`config.mk`:
```
export PLATFORM = sky130hd
export DESIGN_NAME = nibble_serial_add_ctrl
export DESIGN_NICKNAME = d
export VERILOG_FILES = /design/src/rtl/nibble_serial_add_ctrl.sv
export SDC_FILE = /design/constraint.sdc
export NUM_CORES = 1
export LEC_CHECK = 0
export ABC_AREA = 1
export CAP_MARGIN = 25
export CELL_PAD_IN_SITES_DETAIL_PLACEMENT = 0
export CELL_PAD_IN_SITES_GLOBAL_PLACEMENT = 1
export CORE_MARGIN = 1
export CORE_UTILIZATION = 40
export DETAILED_ROUTE_END_ITERATION = 10
export GPL_TIMING_DRIVEN = 0
export PLACE_DENSITY_LB_ADDON = 0.15
export SLEW_MARGIN = 20
export SYNTH_ARGS = -nofsm -noshare
export SYNTH_HDL_FRONTEND = slang
export SYNTH_SLANG_ARGS = --single-unit
```
`constraint.sdc`:
```
create_clock -name clk -period 4.1 [get_ports clk]
set_input_delay 0.41 -clock clk [delete_from_list [all_inputs] [get_ports clk]]
set_output_delay 0.41 -clock clk [all_outputs]
set_load 0.01 [all_outputs]
```
`src/rtl/nibble_serial_add_ctrl.sv`:
```
// nibble_serial_add_ctrl
//   Computes WIDTH-bit additions on one shared 4-bit nibble adder. An operand
//   pair is accepted over a valid/ready handshake, added LSB nibble first over
//   WIDTH/4 cycles with the carry chained through a register, and the sum and
//   final carry are returned over a second valid/ready handshake.
//
//   Optional feature macro: SUB_EN
//     When defined, the op_sub port exists and op_sub = 1 computes
//     op_a - op_b mod 2^WIDTH. In that case, carry = 1 means no borrow.
//
// Ports
//   clk        in   1      clock, rising edge
//   rst_n      in   1      synchronous active-low reset
//   in_valid   in   1      operand pair offered
//   in_ready   out  1      operands can be accepted (IDLE only)
//   op_a       in   WIDTH  operand A, sampled on accept
//   op_b       in   WIDTH  operand B, sampled on accept
//   op_sub     in   1      subtract select, sampled on accept (SUB_EN only)
//   out_valid  out  1      result available (DONE only)
//   out_ready  in   1      consumer takes result
//   sum        out  WIDTH  result
//   carry      out  1      carry out of the top nibble
//   busy       out  1      high in RUN or DONE
//
// WIDTH must be a multiple of 4 and at least 8.
module nibble_serial_add_ctrl #(
  parameter int WIDTH = 16
) (
  input  logic             clk,
  input  logic             rst_n,
  input  logic             in_valid,
  output logic             in_ready,
  input  logic [WIDTH-1:0] op_a,
  input  logic [WIDTH-1:0] op_b,
`ifdef SUB_EN
  input  logic             op_sub,
`endif
  output logic             out_valid,
  input  logic             out_ready,
  output logic [WIDTH-1:0] sum,
  output logic             carry,
  output logic             busy
);

  localparam int NIB = WIDTH / 4;
  localparam int NIW = (NIB > 1) ? $clog2(NIB) : 1;
  localparam logic [NIW-1:0] LAST = NIW'(NIB - 1);

  typedef enum logic [1:0] {
    S_IDLE = 2'd0,
    S_RUN  = 2'd1,
    S_DONE = 2'd2
  } state_t;

  state_t           state;
  state_t           state_nxt;
  logic [NIW-1:0]   nib_idx;
  logic             carry_reg;
  logic [WIDTH-1:0] a_reg;
  logic [WIDTH-1:0] b_reg;
  logic             sub_sel;
  logic             accept;
  logic [3:0]       a_nib;
  logic [3:0]       b_nib;
  logic [4:0]       nib_res;

  // 5-bit nibble add: {carry_out, sum_nibble}
  function automatic logic [4:0] nib_add(input logic [3:0] a,
                                         input logic [3:0] b,
                                         input logic       cin);
    return {1'b0, a} + {1'b0, b} + {4'b0000, cin};
  endfunction

`ifdef SUB_EN
  assign sub_sel = op_sub;
`else
  assign sub_sel = 1'b0;
`endif

  // in_ready is forced low while reset is asserted, even if the state
  // register has not yet returned to IDLE.
  assign in_ready = rst_n && (state == S_IDLE);
  assign busy     = (state != S_IDLE);
  assign accept   = in_valid && in_ready;

  assign a_nib   = a_reg[{nib_idx, 2'b00} +: 4];
  assign b_nib   = b_reg[{nib_idx, 2'b00} +: 4];
  assign nib_res = nib_add(a_nib, b_nib, carry_reg);

  always_ff @(posedge clk) begin
    if (!rst_n) begin
      state <= S_IDLE;
    end else begin
      state <= state_nxt;
    end
  end

  always_comb begin
    state_nxt = state;
    case (state)
      S_IDLE:  if (accept)             state_nxt = S_RUN;
      S_RUN:   if (nib_idx == LAST)    state_nxt = S_DONE;
      S_DONE:  if (out_ready)          state_nxt = S_IDLE;
      default:                         state_nxt = S_IDLE;
    endcase
  end

  // Operand capture. For subtraction, B is stored inverted and the carry
  // chain starts at 1, giving A + ~B + 1.
  always_ff @(posedge clk) begin
    if (accept) begin
      a_reg <= op_a;
      b_reg <= op_b ^ {WIDTH{sub_sel}};
    end
  end

  always_ff @(posedge clk) begin
    if (!rst_n) begin
      nib_idx   <= '0;
      carry_reg <= 1'b0;
      sum       <= '0;
      carry     <= 1'b0;
      out_valid <= 1'b0;
    end else begin
      case (state)
        S_IDLE: begin
          if (accept) begin
            nib_idx   <= '0;
            carry_reg <= sub_sel;
            sum       <= '0;
          end
        end
        S_RUN: begin
          sum[{nib_idx, 2'b00} +: 4] <= nib_res[3:0];
          carry_reg                  <= nib_res[4];
          nib_idx                    <= nib_idx + 1'b1;
          if (nib_idx == LAST) begin
            carry     <= nib_res[4];
            out_valid <= 1'b1;
          end
        end
        S_DONE: begin
          if (out_ready) begin
            out_valid <= 1'b0;
          end
        end
        default: begin
          out_valid <= 1'b0;
        end
      endcase
    end
  end

endmodule
```
==> run metrics <==
worst reg2reg path depth 12; final hold violations 0; H-tree depth 2; Ys Warns 0; Worst-Skew Late Latency 0.30 ns; register area 0.00142 mm²; Top Ports 56; CP Class reg -> reg; core box area roughly 0.0055 mm²; Setup crit start kind register; syn nets between 200 and 300; Setup WS pre-CTS about 1.4 ns; Yosys cell types 22; area occupied by multi-input gates 793 µm²; # resized after CTS 0; # diodes 0; IO buf count 55; final setup TNS 0 ns; first-pass GRT wire length ~7700 µm; die area a little over 0.006 mm²; maxcap violations 0; Post-Synthesis Mean Instance Area 10.2 µm²; Synth top cells by count nand2_1, edfxtp_1, a21oi_1; Die Width 78.2 µm; FP Rows 27; routed wire length 4550 µm; Hold Crit Depth 2; number of setup violations in the final report 0; Area Growth Syn to Fin 33.3%; drc violations 0; CP Cell Sequence inv_2 > buf_2 > nor2_1 > o22ai_1 > fa_1 > inv_1 > fa_1 > xnor2_1 > nand2_1 > nor2_1 > nand2_1 > a21oi_1; cell accounting for the most synthesized area edfxtp_1; Period Utilization, post-route 66.4%; largest incremental delay on the critical path approximately 0.40 ns; RSZ-0062 raised after global routing no; HP Class reg -> reg; end of the worst register-to-register path sum[6]$_SDFFE_PN0P_; Slew @ Worst Pin around 0.65 ns; HPWL after detailed placement between 3000 and 4000 µm; Peak supply drop 0.156 mV; vias per std cell roughly 4.8; Root Driver clkbuf_8; clock tree buffer depth 2; vias post-DR roughly 1800; fin worst setup slack around 1.4 ns; register bit total from synthesis between 50 and 60; WP buf/inv 3; status complete, no violations; Slew Viols, Final 0; M1 GR Usage 20.5%; Cells after Synth 228; Starting Density around two fifths; Final GP Congestion around 0.77; Nets ~340; Sink Count 55; CTS buffer count 5; top-count cell post-synth nand2_1; Initial DRC Count 58; FILL cells between 500 and 600; Lkg Pwr about 0.0011 µW; ANT nets after route 0; vias in the first global route ~1700; post-CTS setup buffer count 0; Area contributors post-synth edfxtp_1, dfxtp_1, nand2_1; R2R setup slack between 1 and 1.5 ns; die height 78.2 µm; Post-synth EDFFs 32; Worst Path Max Fanout 11; Crit path max-delay family adder cells; clk slew on worst S/H paths roughly 0.10 ns; GR Util met2 between 20% and 30%; CTS tree done; layout cell share with drive strength beyond 1 slightly below 9%; antenna violations before repair 0; Total GRT Usage 16.3%; fraction of registers with async set/reset 0%; crit path DAT 2.96 ns; Fin Clk Skew about 0.0057 ns; PwrDens 409 mW/mm²; Max-slew headroom a little under three fifths; Most Crowded Layer GR met2; WHS Endpoint sum[3]$_SDFFE_PN0P_; worst path required time between 4 and 5 ns; Reg-to-Reg Start nib_idx[0]$_SDFFE_PN0P_; CP Depth 12; FMAX about 370 MHz; CTS Hold Bufs 0; master of the slowest instance on the critical path fa_1; top_reg_cell synth edfxtp_1; post-synthesis sequential area ratio between 60% and 70%; synthesized area around 0.0023 mm²; Worst setup EP type register; hold wc startpoint sum[3]$_SDFFE_PN0P_; share of the synthesized area in the top cell type 41.4%; routed len/inst 12.5 µm; largest net degree at the start of global routing 33; Pre-antenna DRT Iters 4; aggregate global routing overflow 0; fin crit period around 2.7 ns; met3 usage 3.49%
[per-layer routing]
| layer | part of all wire, % | up-vias |
|---|---|---|
| met5 | 0 | - |
| met4 | 1.3 | 0 |
| met3 | 3.5 | 5 |
| met2 | 50 | 44 |
| met1 | 45 | 808 |
| li1 | - | 901 |
[cells in the final DEF, fill, tap and decap left out]
cell	synthesis	routed
nor3_4	1	1
ha_1	7	7
bufinv_16	0	2
clkbuf_1	2	3
clkbuf_8	0	5
inv_2	2	3
inv_1	19	18
fa_1	2	2
nor2_1	19	19
nand4_1	4	4
nor2_2	3	3
edfxtp_1	32	32
nor2_4	1	1
nand3_1	7	7
o21ai_0	16	16
o22ai_1	6	6
a32oi_1	2	2
o21ai_2	3	3
nand2_1	46	46
xnor2_1	1	1
a21oi_1	24	24
buf_2	4	4
nand2_2	4	4
dfxtp_1	23	23
clkdlybuf4s50_1	0	55
[cells by family (layout without fill, tap and decap cells)]
logic type               after synthesis  in the layout  synth area share, %
AND/OR/NAND/NOR                       85             85                 16.2
flip-flops                            55             55                 61.2
AO/OA/AOI/OAI                         51             51                 12.1
buffers and inverters                 27             90                 4.58
adder cells (fa/ha/maj)                9              9                 5.50
XOR/XNOR                               1              1                0.377
[worst min-delay path, cell delays in order, from the launching register on]
cell,delay [ns]
dfxtp_1,0.32
nand2_1,0.06
a21oi_1,0.05
[worst max path at each step]
stage,startpoint,to
floorplan,nib_idx[0]$_SDFFE_PN0P_,sum[13]$_SDFFE_PN0P_
global placement,nib_idx[0]$_SDFFE_PN0P_,sum[6]$_SDFFE_PN0P_
detailed placement,nib_idx[0]$_SDFFE_PN0P_,sum[6]$_SDFFE_PN0P_
CTS,nib_idx[0]$_SDFFE_PN0P_,sum[6]$_SDFFE_PN0P_
global route,nib_idx[1]$_SDFFE_PN0P_,sum[6]$_SDFFE_PN0P_
finish,nib_idx[0]$_SDFFE_PN0P_,sum[6]$_SDFFE_PN0P_
[metrics by stage]
| step | instances | utilization, % | hold WS (ns) | cell area, µm² | power, µW |
|---|---|---|---|---|---|
| CTS | 363 | 55.8 | 0.469 | 3090 | 1280 |
| global placement | 355 | 53.5 | 0.448 | 2960 | 867 |
| finish | 363 | 55.8 | 0.469 | 3090 | 1270 |
| detailed placement | 355 | 53.5 | 0.454 | 2960 | 869 |
| global route | 363 | 55.8 | 0.484 | 3090 | 1330 |
| floorplan | 228 | - | 0.465 | 2320 | 774 |
[layout make-up]
type,instances,share of cell area (%)
Clock inverter,2,1.94
Clock buffer,6,2.35
Sequential cell,55,45.9
Tap cell,72,2.91
Multi-Input combinational cell,146,25.6
Buffer,6,0.890
Inverter,21,2.55
Timing Repair Buffer,55,17.8
[power breakdown]
| group | switching, µW | internal [µW] | leakage [µW] | total (µW) |
|---|---|---|---|---|
| clock | 169 | 244 | 0.0000654 | 413 |
| sequential | 10.6 | 610 | 0.000483 | 621 |
| combinational | 135 | 97.1 | 0.000582 | 232 |
| total | 315 | 951 | 0.00113 | 1270 |
Power figures use the tool's default switching activity.
